==> src/rtl/dataram_arbiter.sv <==
// dataram_arbiter
//   Shares one single-port data RAM between the core and a host/debug port.
//   One access is in flight at a time; each access takes three cycles
//   (IDLE sample, ACC strobe, RSP pulse). The core normally has priority,
//   but after STARVE_LIMIT consecutive core grants made while the host was
//   waiting, the host is granted next.
//
// Ports
//   clk, reset            : clock, asynchronous active-high reset
//   core_read/core_write  : core request (level, held until core_ready)
//   core_addr/core_wdata  : core address / write data
//   core_rdata/core_ready : core read data / one-cycle completion pulse
//   host_req/host_we      : host request (level) and type (1 = write)
//   host_addr/host_wdata  : host address / write data
//   host_rdata/host_ack   : host read data / one-cycle completion pulse
//   read/write            : registered RAM strobes
//   mem_addr/mem_din      : registered RAM address / write data
//   mem_dout              : RAM read data, valid the cycle after read
//   err                   : sticky, core_read and core_write high together at grant
module dataram_arbiter #(
    parameter int unsigned STARVE_LIMIT = 4
) (
    input  logic       clk,
    input  logic       reset,
    input  logic       core_read,
    input  logic       core_write,
    input  logic [4:0] core_addr,
    input  logic [7:0] core_wdata,
    output logic [7:0] core_rdata,
    output logic       core_ready,
    input  logic       host_req,
    input  logic       host_we,
    input  logic [4:0] host_addr,
    input  logic [7:0] host_wdata,
    output logic [7:0] host_rdata,
    output logic       host_ack,
    output logic       read,
    output logic       write,
    output logic [4:0] mem_addr,
    output logic [7:0] mem_din,
    input  logic [7:0] mem_dout,
    output logic       err
);

    localparam logic [3:0] LIMIT = 4'(STARVE_LIMIT);

    typedef enum logic [2:0] {
        IDLE,
        C_ACC,
        C_RSP,
        H_ACC,
        H_RSP
    } state_t;

    state_t     state_reg;
    logic [3:0] starve_reg;
    logic       acc_read_reg;   // access in flight is a read
    logic [7:0] core_rdata_reg;
    logic [7:0] host_rdata_reg;

    logic core_pending;
    logic grant_core;
    logic grant_host;

    assign core_pending = core_read | core_write;
    // Core wins unless the host has been passed over STARVE_LIMIT times.
    assign grant_core   = core_pending && ((starve_reg < LIMIT) || !host_req);
    assign grant_host   = host_req && !grant_core;

    // RAM data only becomes valid in the RSP cycle, so read data is passed
    // straight through during the pulse and held from a register afterwards.
    assign core_rdata = (state_reg == C_RSP && acc_read_reg) ? mem_dout : core_rdata_reg;
    assign host_rdata = (state_reg == H_RSP && acc_read_reg) ? mem_dout : host_rdata_reg;

    always_ff @(posedge clk or posedge reset) begin
        if (reset) begin
            state_reg      <= IDLE;
            starve_reg     <= 4'd0;
            acc_read_reg   <= 1'b0;
            core_rdata_reg <= 8'd0;
            host_rdata_reg <= 8'd0;
            core_ready     <= 1'b0;
            host_ack       <= 1'b0;
            read           <= 1'b0;
            write          <= 1'b0;
            mem_addr       <= 5'd0;
            mem_din        <= 8'd0;
            err            <= 1'b0;
        end else begin
            // Strobes and pulses are single-cycle unless set below.
            core_ready <= 1'b0;
            host_ack   <= 1'b0;
            read       <= 1'b0;
            write      <= 1'b0;

            case (state_reg)
                IDLE: begin
                    if (grant_core) begin
                        state_reg    <= C_ACC;
                        mem_addr     <= core_addr;
                        mem_din      <= core_wdata;
                        // A simultaneous read+write is performed as a write.
                        write        <= core_write;
                        read         <= ~core_write;
                        acc_read_reg <= ~core_write;
                        if (core_read && core_write) begin
                            err <= 1'b1;
                        end
                        if (host_req && (starve_reg < LIMIT)) begin
                            starve_reg <= starve_reg + 4'd1;
                        end
                    end else if (grant_host) begin
                        state_reg    <= H_ACC;
                        mem_addr     <= host_addr;
                        mem_din      <= host_wdata;
                        write        <= host_we;
                        read         <= ~host_we;
                        acc_read_reg <= ~host_we;
                        starve_reg   <= 4'd0;
                    end
                end
                C_ACC: begin
                    state_reg  <= C_RSP;
                    core_ready <= 1'b1;
                end
                C_RSP: begin
                    state_reg <= IDLE;
                    if (acc_read_reg) begin
                        core_rdata_reg <= mem_dout;
                    end
                end
                H_ACC: begin
                    state_reg <= H_RSP;
                    host_ack  <= 1'b1;
                end
                H_RSP: begin
                    state_reg <= IDLE;
                    if (acc_read_reg) begin
                        host_rdata_reg <= mem_dout;
                    end
                end
                default: state_reg <= IDLE;
            endcase
        end
    end

endmodule

==> config.mk <==
export PLATFORM = sky130hd
export DESIGN_NAME = dataram_arbiter
export DESIGN_NICKNAME = d
export VERILOG_FILES = /design/src/rtl/dataram_arbiter.sv
export SDC_FILE = /design/constraint.sdc
export NUM_CORES = 1
export LEC_CHECK = 0
export CORE_MARGIN = 10
export CORE_UTILIZATION = 44
export DETAILED_ROUTE_END_ITERATION = 7
export GPL_ROUTABILITY_DRIVEN = 0
export PLACE_DENSITY_LB_ADDON = 0.2
export SYNTH_ARGS = -nofsm -noshare
export SYNTH_HDL_FRONTEND = slang
export SYNTH_SLANG_ARGS = --single-unit
export TNS_END_PERCENT = 5
==> constraint.sdc <==
create_clock -name clk -period 1.8 [get_ports clk]
set_input_delay 0.18 -clock clk [delete_from_list [all_inputs] [get_ports clk]]
set_output_delay 0.18 -clock clk [all_outputs]
set_load 0.005 [all_outputs]
==> results by group, run 1 <==
Run
  • Number of maximum-capacitance violations: 0

Clock network
  • Max H-tree Level: 2
  • CTS sink cnt: 42
  • Clock-pin slew on the worst setup and hold paths: 0.07 ns
  • CTS tree: built
  • CTS Buf Count: 5
  • Clock tree root driver cell: clkbuf_8
  • Maximum count of clock buffers along a single path: 2
  • Clock latency at the later pin of the worst-skew pair: 0.29 ns
  • Number of buffers inserted by hold repair at cts: 0

Logic synthesis
  • Main combinational cell family by area after synthesis: compound AO/OA/AOI/OAI gates
  • Most area-hungry cell type in the Yosys netlist: dfrtp_1
  • Sequential fraction of the synthesis area: 52.4%
  • Share of the synthesized netlist area taken by xor and xnor gates: 0%
  • Cell with the most instances after synthesis: dfrtp_1
  • Count of state elements after synthesis: 42
  • Proportion of register bits with asynchronous set or reset after synthesis: 100%
  • Proportion of netlist area held by the largest area contributor: 52.4%
  • Number of synthesized flops with an enable pin: 0
  • Area share of fa/ha/maj cells after synthesis: 0.624%
  • Mean instance size in the synthesized netlist: 13.0 um^2
  • Number of library cell types mapped by synthesis: 31
  • Most common flop cell mapped by yosys: dfrtp_1
  • Syn Nets: 195
  • Fraction of the mapped netlist area in simple logic gates: 11.3%
  • Synth cell count leaders: 42 x dfrtp_1, 17 x mux2_2, 14 x o21ai_0, 13 x a21oi_1, 13 x nand3b_1
  • Multiplexer fraction of the synthesized cell area: 9.54%
  • Number of instances in the synthesized netlist: 154
  • Number of warnings issued by yosys: 0
  • Area of the mapped netlist: 2010 um^2
  • Leading cell types by total area after synthesis: dfrtp_1 52%, mux2_2 9.5%, a31oi_4 8.5%, nand3b_1 4.9%, o21ai_0 3.5%
  • Compound-Gate Fraction of Synth Area: 21.5%

Detailed routing
  • Via count: 1589
  • DR vias/cell: 5.28
  • ANT nets after route: 0
  • First-pass iteration count of the detailed router: 4
  • Avg WL per Cell: 17.8 um
  • Routed Wire Length: 5340 um
  • DRC errors left: 0
  • Drt first-iter violations: 44

Die
  • Starting density of the core: 45.7%
  • Num ports: 74
  • Core Area: 4380 um^2
  • Die outline width: 87.5 um
  • Die area: 7660 um^2
  • Die height: 87.5 um
  • Cell row count: 24

Cells and area
  • Finished Cell Area: 3100 um^2
  • Proportion of layout cells with a drive suffix above 1: 32.9%
  • NumNets Final: 289
  • Area growth from synthesis to final layout: 54.6%
  • Number of inserted filler cells in the final layout: 306
  • Count of antenna diodes in the layout: 0

Placement
  • Detailed Place HPWL: 3950 um
  • Cell area after placement: 2840 um^2
  • Post-place setup slack: -0.107 ns
  • PortBufs: 73

STA
  • Number of hold violations in the final report: 0
  • Worst-margin pin slew: 0.518 ns
  • Highest Clock Rate: 0.528 GHz
  • Final critical path time including I/O delays and setup: 1.89 ns
  • Slew Viols, Final: 0
  • Post-route worst setup slack: -0.0930 ns
  • Normalized max-slew margin: 65.5%
  • Final count of negative-setup-slack endpoints: 15
  • RSZ-0062 raised after global routing: true
  • Fin crit share: 105%
  • Setup skew after layout: 0.00519 ns

Setup path
  • Crit path arrival time: 1.71 ns
  • Worst setup EP type: output port
  • Required time at the worst-slack endpoint: 1.62 ns
  • Setup crit start kind: register
  • Largest fanout on the critical path: 5
  • Type of the worst setup path: register to output port

Global route
  • Number of antenna violations at the first check in global routing: 0
  • First-pass GRT wire length: 8730 um
  • Largest net degree at the start of global routing: 43
  • Overflow left after global routing: 0
  • GRT Total Usage: 14.4%
  • Via count of the first global-routing pass: 1815

Hold path
  • Type of the tightest min-delay check: primary input to async pin

Status
  • Outcome: finished with violations
  • Failing checks: setup timing

Pwr
  • Max VDD drop: 0.000829 V
  • Static leakage: 1.30 nW
  • Power per cell area: 1520 nW/um^2
## report_power, final
part,total [mW],internal (mW),switching (mW)
Clock,0.609,0.309,0.300
Combinational,2.51,1.48,1.03
Sequential,1.58,1.36,0.214
## cells by family (layout without fill, tap and decap cells)
family          after synthesis  in the layout
compound gates               53             53
flops                        42             42
simple gates                 26             26
mux                          17             17
buf+inv                      15            110
fa+ha+maj                     1              1
## cells in the final DEF (no fill, tap or decap), types with 2 or more instances in the layout
cell / n
nor2_1: 3
nor4b_4: 2
nand3b_1: 13
a31oi_1: 7
dfrtp_2: 2
clkdlybuf4s50_1: 57
buf_4: 19
nor3b_1: 2
inv_1: 3
clkbuf_8: 6
o21ai_0: 14
a21boi_0: 2
o21a_1: 2
a21oi_1: 13
buf_6: 21
dfrtp_1: 40
a31oi_4: 8
nor3_1: 2
mux2_4: 16
## stage by stage
step	hold slack, ns	util [%]	setup TNS, ns	power, mW	instances
2_1_floorplan	0.277	-	0	2.83	154
3_3_place_gp	0.453	64.7	-0.791	3.81	283
5_1_grt	0.405	70.7	-2.52	5.02	301
3_5_place_dp	0.471	64.7	-1.38	3.91	283
4_1_cts	0.324	70.6	-1.62	4.75	301
6_report	0.305	70.7	-1.03	4.70	301
## final timing paths
path,slack (ns),cells past startpoint,from,end
min reg2reg,0.50,1,err,err
max in group asynchronous,1.10,3,reset,state_reg[1]
min in group clk,0.46,3,host_wdata[0],mem_din[0]
max,-0.09,5,state_reg[1],host_rdata[7]
min,0.31,3,reset,host_rdata_reg[4]
max reg2reg,0.20,4,state_reg[2],starve_reg[0]
## critical path, cell delays in order, from the launching register on
cell and delay (ns):
dfrtp_2 0.44, nor4b_4 0.28, buf_6 0.16, buf_6 0.12, mux2_4 0.31, buf_6 0.12
## what timing repair did
item | in CTS | in global routing
setup endpoints to repair | 16 | 16
pin swaps | 2 | 2
setup buffers | 10 | 0
resized for setup | 98 | 5
## metal layers
metal	global-route usage (%)	routed length, um	up-vias	share of wire (%)
met1	15.5	2060	764	39
met2	24.2	2690	57	50
met5	0	0	-	0
met3	7.77	524	7	9.8
met4	3.48	62	0	1.2
li1	-	-	761	-
## area by class of cell
class                      instances  area, um^2  area share, %
clock inverter                     1        5.00          0.161
sequential                        42        1050           34.0
clock buffer                       7        86.3           2.78
multi-input combinational         97         921           29.7
timing repair buffer              98         955           30.8
inverter                           4        15.0          0.484
tap                               52        65.1           2.10
No activity file was read; power rests on OpenSTA's default activity.
==> run 2: changes to the inputs <==
--- a/config.mk
+++ b/config.mk
@@ -10,6 +10,7 @@
 export DETAILED_ROUTE_END_ITERATION = 7
 export GPL_ROUTABILITY_DRIVEN = 0
 export PLACE_DENSITY_LB_ADDON = 0.2
+export SLEW_MARGIN = 20
 export SYNTH_ARGS = -nofsm -noshare
 export SYNTH_HDL_FRONTEND = slang
 export SYNTH_SLANG_ARGS = --single-unit
==> results of run 2 <==
Same layout as run 1: the final DEF is identical, and so are final timing and power.
